### src/rtl/ptp_rtc_pkg.sv
// Shared widths and constants for the PTP real-time clock.
// Time is kept as seconds plus ns in 1/256 ns units. Increments use an 8.32 ns format.
package ptp_rtc_pkg;
   localparam int NS_W   = 38;
   localparam int SEC_W  = 48;
   localparam int PER_W  = 40;
   localparam int FRAC_W = 24;
   localparam int INC_W  = PER_W + 1;
   localparam int STEP_W = INC_W - FRAC_W;
   localparam int CNT_W  = 32;

   localparam logic [NS_W-1:0] MODULO_DEFAULT = 38'd256_000_000_000;

   function automatic logic [INC_W-1:0] sext_per(input logic [PER_W-1:0] v);
      return {v[PER_W-1], v};
   endfunction
endpackage

### src/rtl/rtc_frac_ds.sv
// Residual accumulator for the bits of the increment below 1/256 ns.
// The carry-out adds one extra 1/256 ns LSB to the ns step.
module rtc_frac_ds
   import ptp_rtc_pkg::*;
(
   input  logic              clk,
   input  logic              rst,
   input  logic              en_i,
   input  logic [FRAC_W-1:0] frac_i,
   output logic              carry_o
);
   logic [FRAC_W-1:0] resid_q, resid_d;
   logic [FRAC_W:0]   sum;

   always_comb begin
      sum     = {1'b0, resid_q} + {1'b0, frac_i};
      carry_o = sum[FRAC_W];
      resid_d = en_i ? sum[FRAC_W-1:0] : resid_q;
   end

   always_ff @(posedge clk) begin
      if (!rst) resid_q <= '0;
      else      resid_q <= resid_d;
   end
endmodule

### src/rtl/ptp_rtc.sv
// Free-running PTP time-of-day counter with period trim, a bounded phase slew and a direct load.
// The ns register rolls over at time_acc_modulo (1/256 ns units) and borrows from seconds.
module ptp_rtc
   import ptp_rtc_pkg::*;
#(
   parameter logic [NS_W-1:0] time_acc_modulo = MODULO_DEFAULT
) (
   input  logic              clk,
   input  logic              rst,
   input  logic              time_ld,
   input  logic [NS_W-1:0]   time_reg_ns_in,
   input  logic [SEC_W-1:0]  time_reg_sec_in,
   input  logic              period_ld,
   input  logic [PER_W-1:0]  period_in,
   input  logic              adj_ld,
   input  logic [CNT_W-1:0]  adj_ld_data,
   input  logic [PER_W-1:0]  period_adj,
   output logic              adj_ld_done,
   output logic [NS_W-1:0]   time_reg_ns,
   output logic [SEC_W-1:0]  time_reg_sec,
   output logic [31:0]       time_ptp_ns,
   output logic [SEC_W-1:0]  time_ptp_sec
);
   logic [PER_W-1:0] period_q, period_d;
   logic [PER_W-1:0] adj_q, adj_d;
   logic [CNT_W-1:0] cnt_q, cnt_d;
   logic             done_q, done_d;
   logic [NS_W-1:0]  ns_q, ns_d;
   logic [SEC_W-1:0] sec_q, sec_d;

   logic [INC_W-1:0] inc;
   logic             carry;
   logic [NS_W+1:0]  ns_sum;

   rtc_frac_ds u_frac (
      .clk     (clk),
      .rst     (rst),
      .en_i    (!time_ld),
      .frac_i  (inc[FRAC_W-1:0]),
      .carry_o (carry)
   );

   always_comb begin
      inc = {1'b0, period_q} + ((cnt_q != '0) ? sext_per(adj_q) : '0);
      // ns_sum is signed with two guard bits: bit 39 set means the step went below zero.
      ns_sum = {2'b00, ns_q}
             + {{(NS_W+2-STEP_W){inc[INC_W-1]}}, inc[INC_W-1:FRAC_W]}
             + {{(NS_W+1){1'b0}}, carry};
   end

   always_comb begin
      period_d = period_ld ? period_in : period_q;
      adj_d    = adj_ld ? period_adj : adj_q;
      cnt_d    = adj_ld ? adj_ld_data : ((cnt_q != '0) ? cnt_q - 1'b1 : cnt_q);
      done_d   = adj_ld ? (adj_ld_data == '0) : (cnt_q == CNT_W'(1));
      ns_d     = ns_sum[NS_W-1:0];
      sec_d    = sec_q;
      if (time_ld) begin
         ns_d  = time_reg_ns_in;
         sec_d = time_reg_sec_in;
      end else if (ns_sum[NS_W+1]) begin
         ns_d  = ns_sum[NS_W-1:0] + time_acc_modulo;
         sec_d = sec_q - 1'b1;
      end else if (ns_sum >= {2'b00, time_acc_modulo}) begin
         ns_d  = ns_sum[NS_W-1:0] - time_acc_modulo;
         sec_d = sec_q + 1'b1;
      end
   end

   always_ff @(posedge clk) begin
      if (!rst) begin
         period_q <= '0;
         adj_q    <= '0;
         cnt_q    <= '0;
         done_q   <= 1'b0;
         ns_q     <= '0;
         sec_q    <= '0;
      end else begin
         period_q <= period_d;
         adj_q    <= adj_d;
         cnt_q    <= cnt_d;
         done_q   <= done_d;
         ns_q     <= ns_d;
         sec_q    <= sec_d;
      end
   end

   assign adj_ld_done  = done_q;
   assign time_reg_ns  = ns_q;
   assign time_reg_sec = sec_q;
   assign time_ptp_ns  = {2'b00, ns_q[NS_W-1:8]};
   assign time_ptp_sec = sec_q;
endmodule

### config.mk
export PLATFORM = sky130hd
export DESIGN_NAME = ptp_rtc
export DESIGN_NICKNAME = d
export VERILOG_FILES = /design/src/rtl/ptp_rtc_pkg.sv /design/src/rtl/rtc_frac_ds.sv /design/src/rtl/ptp_rtc.sv
export SDC_FILE = /design/constraint.sdc
export NUM_CORES = 1
export LEC_CHECK = 0
export CORE_ASPECT_RATIO = 1.75
export CORE_UTILIZATION = 30
export DETAILED_ROUTE_END_ITERATION = 6
export PLACE_DENSITY = 0.58
export SLEW_MARGIN = 20
export SYNTH_ARGS = -nofsm -noshare
export SYNTH_HDL_FRONTEND = slang
export SYNTH_SLANG_ARGS = --single-unit
### constraint.sdc
create_clock -name clk -period 27.7 [get_ports clk]
set_clock_uncertainty 0.2 [all_clocks]
set_input_delay 5.54 -clock clk [delete_from_list [all_inputs] [get_ports clk]]
set_output_delay 5.54 -clock clk [all_outputs]
set_load 0.02 [all_outputs]
==> reports/metrics.cfg <==
[synthesis]
yosysWarningCount = 0
syn_area_mm2 = 0.0183
synth_cells = 2356
synth_edf_count = 0
ys_seq_elements = 223
async_reset_ff_share_pct = 0
ys_dominant_reg_cell = dfxtp_1
synth_seq_area_share_pct = 24.4
avgSynthCellArea_um2 = 7.78
synth.distinct_cells = 91

[routing]
wl_um = 60300
drc = 0
via_per_inst = 5.23
wl_per_cell_um = 17.8
vias = 17674
drtPass1Iterations = 4
drtAntennaViolNets = 0
drtIter0Drc = 601

[power_and_ir_drop]
peakVddDrop_v = 0.0000456
powerDensity_mw_per_mm2 = 48.5
power.leakage_nw = 9.66
total_power_mw = 1.11

[floorplan]
initial_utilization_pct = 30.4
die-area_mm2 = 0.0621
rows = 119
die_w_um = 189
core_mm2 = 0.0603
die_y_um = 329
ioPinCount = 370

[sta]
period_share_pct = 50.7
tightest_slew_ns = 0.930
setup-tns-final_ns = 0
slew_violations = 0
fin_hold_ws_ns = 0.268
max_slew_margin_pct = 37.4
max_freq_ghz = 0.0712
rsz0062_at_grt = no
setup_viol = 0
final_hold_viol_count = 0
post-route-min-period_ns = 14.05

[finish]
diodes = 0
multi_input_area_mm2 = 0.0126
drive_above_1_share_pct = 4.20
final_common_cell = clkdlybuf4s50_1
n_fill_cell = 6231
syn_to_final_growth_pct = 25.0
regArea_mm2 = 0.00446
instances_no_fill = 3382
final_nets = 2940
layout_common_cells = clkdlybuf4s50_1 (363), nor2_1 (293), a21oi_1 (256), dfxtp_1 (223), ha_1 (154)

[clocking]
cts_max_level = 1
clk_latency_ns = 0.59
cts_resized = 0
cts_tree = built
cts_made_buffers = 26
clk_pin_slew_worst_paths_ns = 0.06
postCtsSetupRepairBufs = 0
cts-hold-fix-buffers = 0
cts_num_sinks = 223
clk_path_buf_depth = 3
root_buffer = clkbuf_16

[setup_path]
endpoint_kind = register
crit_path_start_kind = register
reg2reg_to = time_ptp_sec[47]$_SDFFE_PN0P_
cp.arrival_ns = 14.29
reg2reg_depth = 51
critPathKind = register to register
critPathMostFrequentCell = o21ai_0
cp_max_fo = 73
cpPeakStageDelay_ns = 0.69
critical_path_required_ns = 27.94
cp_slowest_cell = buf_4
r2r_slack_ns = 13.65
r2r_start = cnt_q[6]$_SDFFE_PN0P_

[global_routing]
antenna_found_initial = 3
grt_util_all_layers_pct = 18.9
grt_pass1_wl_um = 93500
grt_pass1_vias = 17681
gr-total-overflow = 0
grt_start_max_net_pins = 79

[min_path]
hold_path_class = register to register
hold_end = u_frac.resid_q[21]$_SDFFE_PN0N_
holdPathStages = 2
min_from = u_frac.resid_q[21]$_SDFFE_PN0N_

[placed_design]
place_congestion = 0.914
dp.final_hpwl_um = 47300
io_buffers = 367
placedCellCount = 3335

[run_status]
status = finished clean

[job]
drv_cap = 0

cell usage after synthesis, types with 11 or more instances:
library cell,n,area (µm²)
or3_1,22,138
nor2b_1,59,369
clkbuf_1,82,308
a21o_1,75,563
xor2_1,60,526
a22oi_1,14,105
mux2i_1,98,981
a21oi_1,256,1280
nand2b_1,25,156
nand4_1,25,156
nor3_1,52,260
and3_1,18,113
xnor2_1,113,990
buf_4,82,616
nand2_1,135,507
o21a_1,20,150
nor2_1,294,1100
a211oi_1,31,233
and2_1,14,87.6
a31oi_1,17,106
buf_1,11,41.3
dfxtp_1,223,4460
inv_1,48,180
nor4_1,21,131
o21ai_0,141,706
o21bai_1,25,188
nand3_1,57,285
o211ai_1,13,97.6
ha_1,154,1930
through the flow:
stage | cell area [µm²] | setup slack, ns | utilization (%)
floorplan | 18300 | 15.05 | -
global placement | 22000 | 14.06 | 36.5
detailed placement | 22000 | 13.61 | 36.5
CTS | 22900 | 13.53 | 38.0
global route | 22900 | 12.26 | 38.0
finish | 22900 | 13.65 | 38.0
area by class of cell:
cell class / instances / share of cell area, %
clock buffers: 30 / 3.00
clock inverters: 16 / 0.802
inverters: 50 / 0.835
multi-input cells: 1894 / 55.1
flip-flops and latches: 223 / 19.5
well taps: 786 / 4.29
repair buffers: 383 / 16.5
sequential cells by signal, indices dropped and copies added (netlist names):
signal / count
time_reg_ns: 38
time_ptp_sec: 48
adj_q: 40
period_q: 40
u_frac.resid_q: 24
adj_ld_done: 1
cnt_q: 32
metal layers:
metal	track usage, %	routed length, µm
met1	18.7	22200
met2	37.6	32500
met3	3.69	3370
met4	7.64	2140
met5	0	41
where the power goes:
group	internal, mW	leakage [nW]	switching [mW]
logic	0.167	7.42	0.209
clock network	0.206	0.404	0.156
registers	0.348	1.84	0.0258
total	0.721	9.66	0.390
critical path, delay by kind of cell, from the launching register on:
family	cells	cell delay [ns]
DFF	1	0.35
buffers and inverters	3	0.89
and+or+nand+nor	15	4.09
adders and majority gates	4	1.33
xor gates and xnor gates	3	0.40
AOI/OAI and AO/OA	26	6.64
how the worst max path moves through the flow:
stage	from	to	slack, ns	cells after the start
2_1_floorplan	cnt_q[6]$_SDFFE_PN0P_	time_ptp_sec[46]$_SDFFE_PN0P_	15.05	53
3_3_place_gp	cnt_q[6]$_SDFFE_PN0P_	time_ptp_sec[47]$_SDFFE_PN0P_	14.06	51
6_report	cnt_q[6]$_SDFFE_PN0P_	time_ptp_sec[47]$_SDFFE_PN0P_	13.65	51
5_1_grt	cnt_q[6]$_SDFFE_PN0P_	time_ptp_sec[47]$_SDFFE_PN0P_	12.26	51
4_1_cts	cnt_q[6]$_SDFFE_PN0P_	time_ptp_sec[47]$_SDFFE_PN0P_	13.53	51
3_5_place_dp	cnt_q[6]$_SDFFE_PN0P_	time_ptp_sec[47]$_SDFFE_PN0P_	13.61	51
kinds of logic after synthesis:
group | synth area share [%]
AOI/OAI and AO/OA | 24.2
xor gates and xnor gates | 8.35
adders and majority gates | 11.1
buffers and inverters | 6.80
DFF | 24.4
muxes | 5.41
other | 0.0205
and+or+nand+nor | 19.8
No activity file was read; power rests on OpenSTA's default activity.
